`config.mk`:
```
export PLATFORM = sky130hd
export DESIGN_NAME = request_responder
export DESIGN_NICKNAME = d
export VERILOG_FILES = /design/src/rtl/cpu_types_pkg.sv /design/src/rtl/request_responder.sv
export SDC_FILE = /design/constraint.sdc
export NUM_CORES = 1
export LEC_CHECK = 0
export CAP_MARGIN = 20
export CORE_MARGIN = 3
export CORE_UTILIZATION = 37
export DETAILED_ROUTE_END_ITERATION = 7
export PLACE_DENSITY = 0.79
export SLEW_MARGIN = 10
export SYNTH_ARGS = -nofsm -noshare
export SYNTH_HDL_FRONTEND = slang
export SYNTH_SLANG_ARGS = --single-unit
```
`constraint.sdc`:
```
create_clock -name CLK -period 5.21 [get_ports CLK]
set_input_delay 1.3025 -clock CLK [delete_from_list [all_inputs] [get_ports CLK]]
set_output_delay 1.3025 -clock CLK [all_outputs]
set_load 0.01 [all_outputs]
```
`src/rtl/cpu_types_pkg.sv`:
```
// Purpose: types shared by the CPU request path and the memory-side responder.
// Latency: n/a (types only).
// Backpressure: n/a (types only).
package cpu_types_pkg;

    typedef logic [31:0] word_t;

    // Responder sequencing: one data or instruction RAM access at a time,
    // followed by a single hit cycle before the next request is considered.
    typedef enum logic [1:0] {
        IDLE = 2'd0,
        DACC = 2'd1,
        IACC = 2'd2,
        HIT  = 2'd3
    } resp_state_t;

endpackage

```
`src/rtl/request_responder.sv`:
```
// Purpose: serializes instruction fetches and data reads/writes onto a single-ported RAM, data first.
// Latency: request seen in IDLE at cycle t -> RAM strobe t+1..t+1+LAT -> hit pulse at t+2+LAT.
// Backpressure: requests are held by the requester until their hit; only sampled in IDLE.
//
// Ports:
//   CLK, RST                  clock (rising edge), asynchronous active-high reset
//   iREN, iaddr               instruction fetch request and address
//   dREN, dWEN, daddr, dstore data read / write request, address and store data
//   ihit, iload               fetch complete pulse and fetched word (held until next ihit)
//   dhit, dload               data complete pulse and loaded word (held until next read dhit)
//   ramREN, ramWEN            RAM strobes, held LAT+1 cycles per access, never both
//   ramaddr, ramstore         RAM address and write data, latched at request acceptance
//   ramload                   RAM read data, valid in the final wait cycle
module request_responder
    import cpu_types_pkg::*;
#(
    parameter int LAT   = 2,
    parameter int CNT_W = 4
) (
    input  logic  CLK,
    input  logic  RST,
    input  logic  iREN,
    input  logic  dREN,
    input  logic  dWEN,
    input  word_t iaddr,
    input  word_t daddr,
    input  word_t dstore,
    output logic  ihit,
    output logic  dhit,
    output word_t iload,
    output word_t dload,
    output logic  ramREN,
    output logic  ramWEN,
    output word_t ramaddr,
    output word_t ramstore,
    input  word_t ramload
);

    localparam logic [CNT_W-1:0] LAST_CNT = CNT_W'(LAT);

    resp_state_t      state;
    resp_state_t      state_n;
    logic [CNT_W-1:0] cnt;
    logic [CNT_W-1:0] cnt_n;

    // Next values of the registered outputs. Every output is a flop so the
    // RAM and the CPU never see a combinational path from our inputs.
    logic  ihit_n;
    logic  dhit_n;
    word_t iload_n;
    word_t dload_n;
    logic  ramREN_n;
    logic  ramWEN_n;
    word_t ramaddr_n;
    word_t ramstore_n;

    always_ff @(posedge CLK or posedge RST) begin
        if (RST) begin
            state <= IDLE;
            cnt   <= '0;
        end else begin
            state <= state_n;
            cnt   <= cnt_n;
        end
    end

    always_comb begin
        state_n    = state;
        cnt_n      = cnt;
        ihit_n     = 1'b0;
        dhit_n     = 1'b0;
        iload_n    = iload;
        dload_n    = dload;
        ramREN_n   = ramREN;
        ramWEN_n   = ramWEN;
        ramaddr_n  = ramaddr;
        ramstore_n = ramstore;

        unique case (state)
            IDLE: begin
                if (dREN || dWEN) begin
                    // dWEN wins when both are raised: the access is a write.
                    state_n    = DACC;
                    cnt_n      = '0;
                    ramREN_n   = !dWEN;
                    ramWEN_n   = dWEN;
                    ramaddr_n  = daddr;
                    ramstore_n = dstore;
                end else if (iREN) begin
                    state_n   = IACC;
                    cnt_n     = '0;
                    ramREN_n  = 1'b1;
                    ramWEN_n  = 1'b0;
                    ramaddr_n = iaddr;
                end
            end

            DACC: begin
                if (cnt == LAST_CNT) begin
                    state_n  = HIT;
                    cnt_n    = '0;
                    ramREN_n = 1'b0;
                    ramWEN_n = 1'b0;
                    dhit_n   = 1'b1;
                    // The strobe register still tells us which kind of access
                    // this was; writes must leave dload alone.
                    if (!ramWEN) begin
                        dload_n = ramload;
                    end
                end else begin
                    cnt_n = cnt + 1'b1;
                end
            end

            IACC: begin
                if (cnt == LAST_CNT) begin
                    state_n  = HIT;
                    cnt_n    = '0;
                    ramREN_n = 1'b0;
                    ihit_n   = 1'b1;
                    iload_n  = ramload;
                end else begin
                    cnt_n = cnt + 1'b1;
                end
            end

            HIT: begin
                // The hit flop is already high this cycle; one dead cycle
                // lets the requester drop its request before we resample.
                state_n = IDLE;
            end

            default: begin
                state_n = IDLE;
            end
        endcase
    end

    always_ff @(posedge CLK or posedge RST) begin
        if (RST) begin
            ihit     <= 1'b0;
            dhit     <= 1'b0;
            iload    <= '0;
            dload    <= '0;
            ramREN   <= 1'b0;
            ramWEN   <= 1'b0;
            ramaddr  <= '0;
            ramstore <= '0;
        end else begin
            ihit     <= ihit_n;
            dhit     <= dhit_n;
            iload    <= iload_n;
            dload    <= dload_n;
            ramREN   <= ramREN_n;
            ramWEN   <= ramWEN_n;
            ramaddr  <= ramaddr_n;
            ramstore <= ramstore_n;
        end
    end

endmodule

```
==> flow_metrics.py <==
metrics = {
    "final_layout": {
        "fin_util_pct": 61.6,
        "fillers": 1122,
        "diodes": 0,
        "area_growth_pct": 61.3,
        "num-nets-final": 807,
        "drive_gt1_share_pct": 20.1,
    },
    "timing": {
        "finalClockSkew_ps": 14.4,
        "drv_slew": 0,
        "setup_viol": 0,
        "rsz0062_at_grt": "no",
        "max_slew_margin_pct": 33.3,
        "setup_tns_ps": 0,
        "hold_viol_final": 0,
        "period_minus_slack_ps": 2800,
        "period_share_pct": 53.7,
        "max_freq_mhz": 357,
        "tightest_slew_ps": 997,
    },
    "synthesis": {
        "synth_cell_types": 32,
        "syn_nets": 540,
        "synth-main-ff-cell": "dfrtp_1",
        "post-synth-top-count-cell": "dfrtp_1",
        "seq_area_frac_synth_pct": 61.5,
        "synth-seq-cells": 138,
        "synth_top_area_share_pct": 61.5,
        "netlist_instances": 401,
        "synth_area_leaders": "dfrtp_1 (61%), mux2_2 (18%), mux2i_1 (6.2%)",
        "syn_area_um2": 5620,
        "synth_edf_count": 0,
        "ys_warn_count": 0,
        "syn_avg_cell_area_um2": 14.0,
        "synthArstFlopShare_pct": 100,
        "yosys.area.top_type": "dfrtp_1",
        "yosys-top-cells-count": "dfrtp_1 (138), mux2_2 (91), o21ai_0 (40)",
    },
    "drt": {
        "drcViolationCount": 0,
        "first_iter_violations": 100,
        "drtPass1Iterations": 4,
        "via_count": 4183,
        "drtAntennaViolNets": 0,
        "routedWlPerCell_um": 16.7,
        "via_per_inst": 4.84,
        "drt_wl_total_um": 14500,
    },
    "die": {
        "dieHeight_um": 129,
        "start_util_pct": 38.2,
        "io_pins": 265,
        "die_area_um2": 16700,
        "die_w_um": 129,
        "core_um2": 14700,
        "rows": 44,
    },
    "clock_network": {
        "cts-buffers-inserted": 17,
        "hold_buffers": 0,
        "path_clk_slew_ps": 60,
        "cts_tree": "done",
        "htree_levels": 4,
        "post_cts_resized": 0,
        "clkSinkCount": 138,
        "clockBufferDepth": 2,
        "clkLatencyLatePin_ps": 420,
        "cts_root_buffer": "clkbuf_16",
        "postCtsSetupRepairBufs": 0,
    },
    "setup_path": {
        "r2r-end": "iload[28]",
        "cp.arrival_ps": 1500,
        "path_cells": "clkdlybuf4s50_1",
        "critical-path-top-delay-family": "buffers and inverters",
        "path_buf_inv": 1,
        "critPathLaunchType": "register",
        "ff2ff_setup_slack_ps": 2710,
        "r2r_cells": 5,
        "crit_slowest_cell": "clkdlybuf4s50_1",
        "end_kind": "output pin",
        "worstReg2RegStart": "cnt[0]",
        "path_max_fanout": 4,
        "required_ps": 3910,
        "path_class": "reg2out",
        "cpPeakStageDelay_ps": 630,
    },
    "flow_run": {
        "maxCapViolations": 0,
    },
    "place": {
        "dp_hpwl_um": 10800,
        "routabilityCongestion": 0.807,
        "io_buffers": 264,
    },
    "grt": {
        "grt_pass1_wl_um": 22400,
        "use_met2_pct": 29.2,
        "grt_use_met1_pct": 19.9,
        "grt.total_usage_pct": 17.3,
        "grt_max_degree": 75,
        "grt-busiest-layer": "met2",
        "first_global_vias": 4392,
        "antenna_found_initial": 0,
        "globalRouteOverflowTotal": 0,
        "use_met3_pct": 7.38,
    },
    "min_path": {
        "min_path_type": "reg2reg",
        "hold_path_startpoint": "ramaddr[30]",
        "whs_endpoint": "ramaddr[30]",
        "min_path_cells": 2,
    },
    "pwr": {
        "power.density_nw_per_um2": 611,
        "leakagePower_nw": 3.80,
        "vdd_ir_drop_max_mv": 0.287,
    },
    "run_status": {
        "status": "completed",
    },
}
-- where the power goes --
group | total [W] | switching [W] | internal [W]
clock network | 0.00124 | 0.000477 | 0.000762
registers | 0.00191 | 0.000294 | 0.00161
logic | 0.00239 | 0.000959 | 0.00143
total | 0.00554 | 0.00173 | 0.00381
-- worst max-delay path by stage --
stage                     depth (start not counted)  endpoint   start
after global routing                              1    ramWEN  ramWEN
after floorplan                                   1    cnt[0]     RST
after detailed placement                          4  state[0]    dREN
after global placement                            4  state[0]    dREN
after CTS                                         4  state[0]    dREN
final                                             1    ramWEN  ramWEN
-- per-layer routing --
metal | part of all wire [%] | vias to the layer above
met5 | 0 | -
met4 | 1.2 | 0
met2 | 50 | 212
li1 | - | 1944
met3 | 10 | 12
met1 | 39 | 2015
-- placed cells by master (no fill, tap or decap), types with 5 or more instances in the layout --
cell             instances
buf_4                    5
clkbuf_16               17
clkdlybuf4s50_1        264
clkinvlp_4               5
dfrtp_1                138
ha_1                     6
inv_1                    7
mux2_1                   6
mux2_2                  91
mux2i_1                 35
nand2_1                 32
o21ai_0                 40
-- kinds of logic (layout without fill, tap and decap cells) --
kind of cell,after synthesis,after routing,share of synthesized area [%]
AO/OA/AOI/OAI,49,49,4.70
adder cells (fa/ha/maj),6,6,1.34
flip-flops,138,138,61.5
buffers and inverters,30,310,2.78
multiplexers,132,132,25.7
AND/OR/NAND/NOR,46,46,4.01
-- layout make-up --
cell class	instances	area, um^2	area share, %
flip-flops and latches	138	3450	38.1
repair buffers	270	2700	29.8
multi-input cells	233	2020	22.3
clock buffers	17	425	4.70
well taps	184	230	2.54
clock inverters	15	190	2.10
inverters	8	35.0	0.387
-- sequential cells by signal (all words and copies together) (netlist names) --
register / count
ramaddr: 32
dload: 32
ramWEN: 1
dhit: 1
ramstore: 32
ihit: 1
state: 2
cnt: 4
ramREN: 1
iload: 32
-- stage by stage --
step                hold WS (ps)  area, um^2  instances  setup WS (ps)  total power [W]
floorplan                    497        5620        401            211          0.00296
global placement             462        8420        832           1800          0.00424
detailed placement           472        8420        832           1710          0.00434
CTS                          484        9040        864           2130          0.00561
global route                 500        9060        865           2350          0.00587
finish                       477        9060        865           2410          0.00554
No activity file was read; power rests on OpenSTA's default activity.
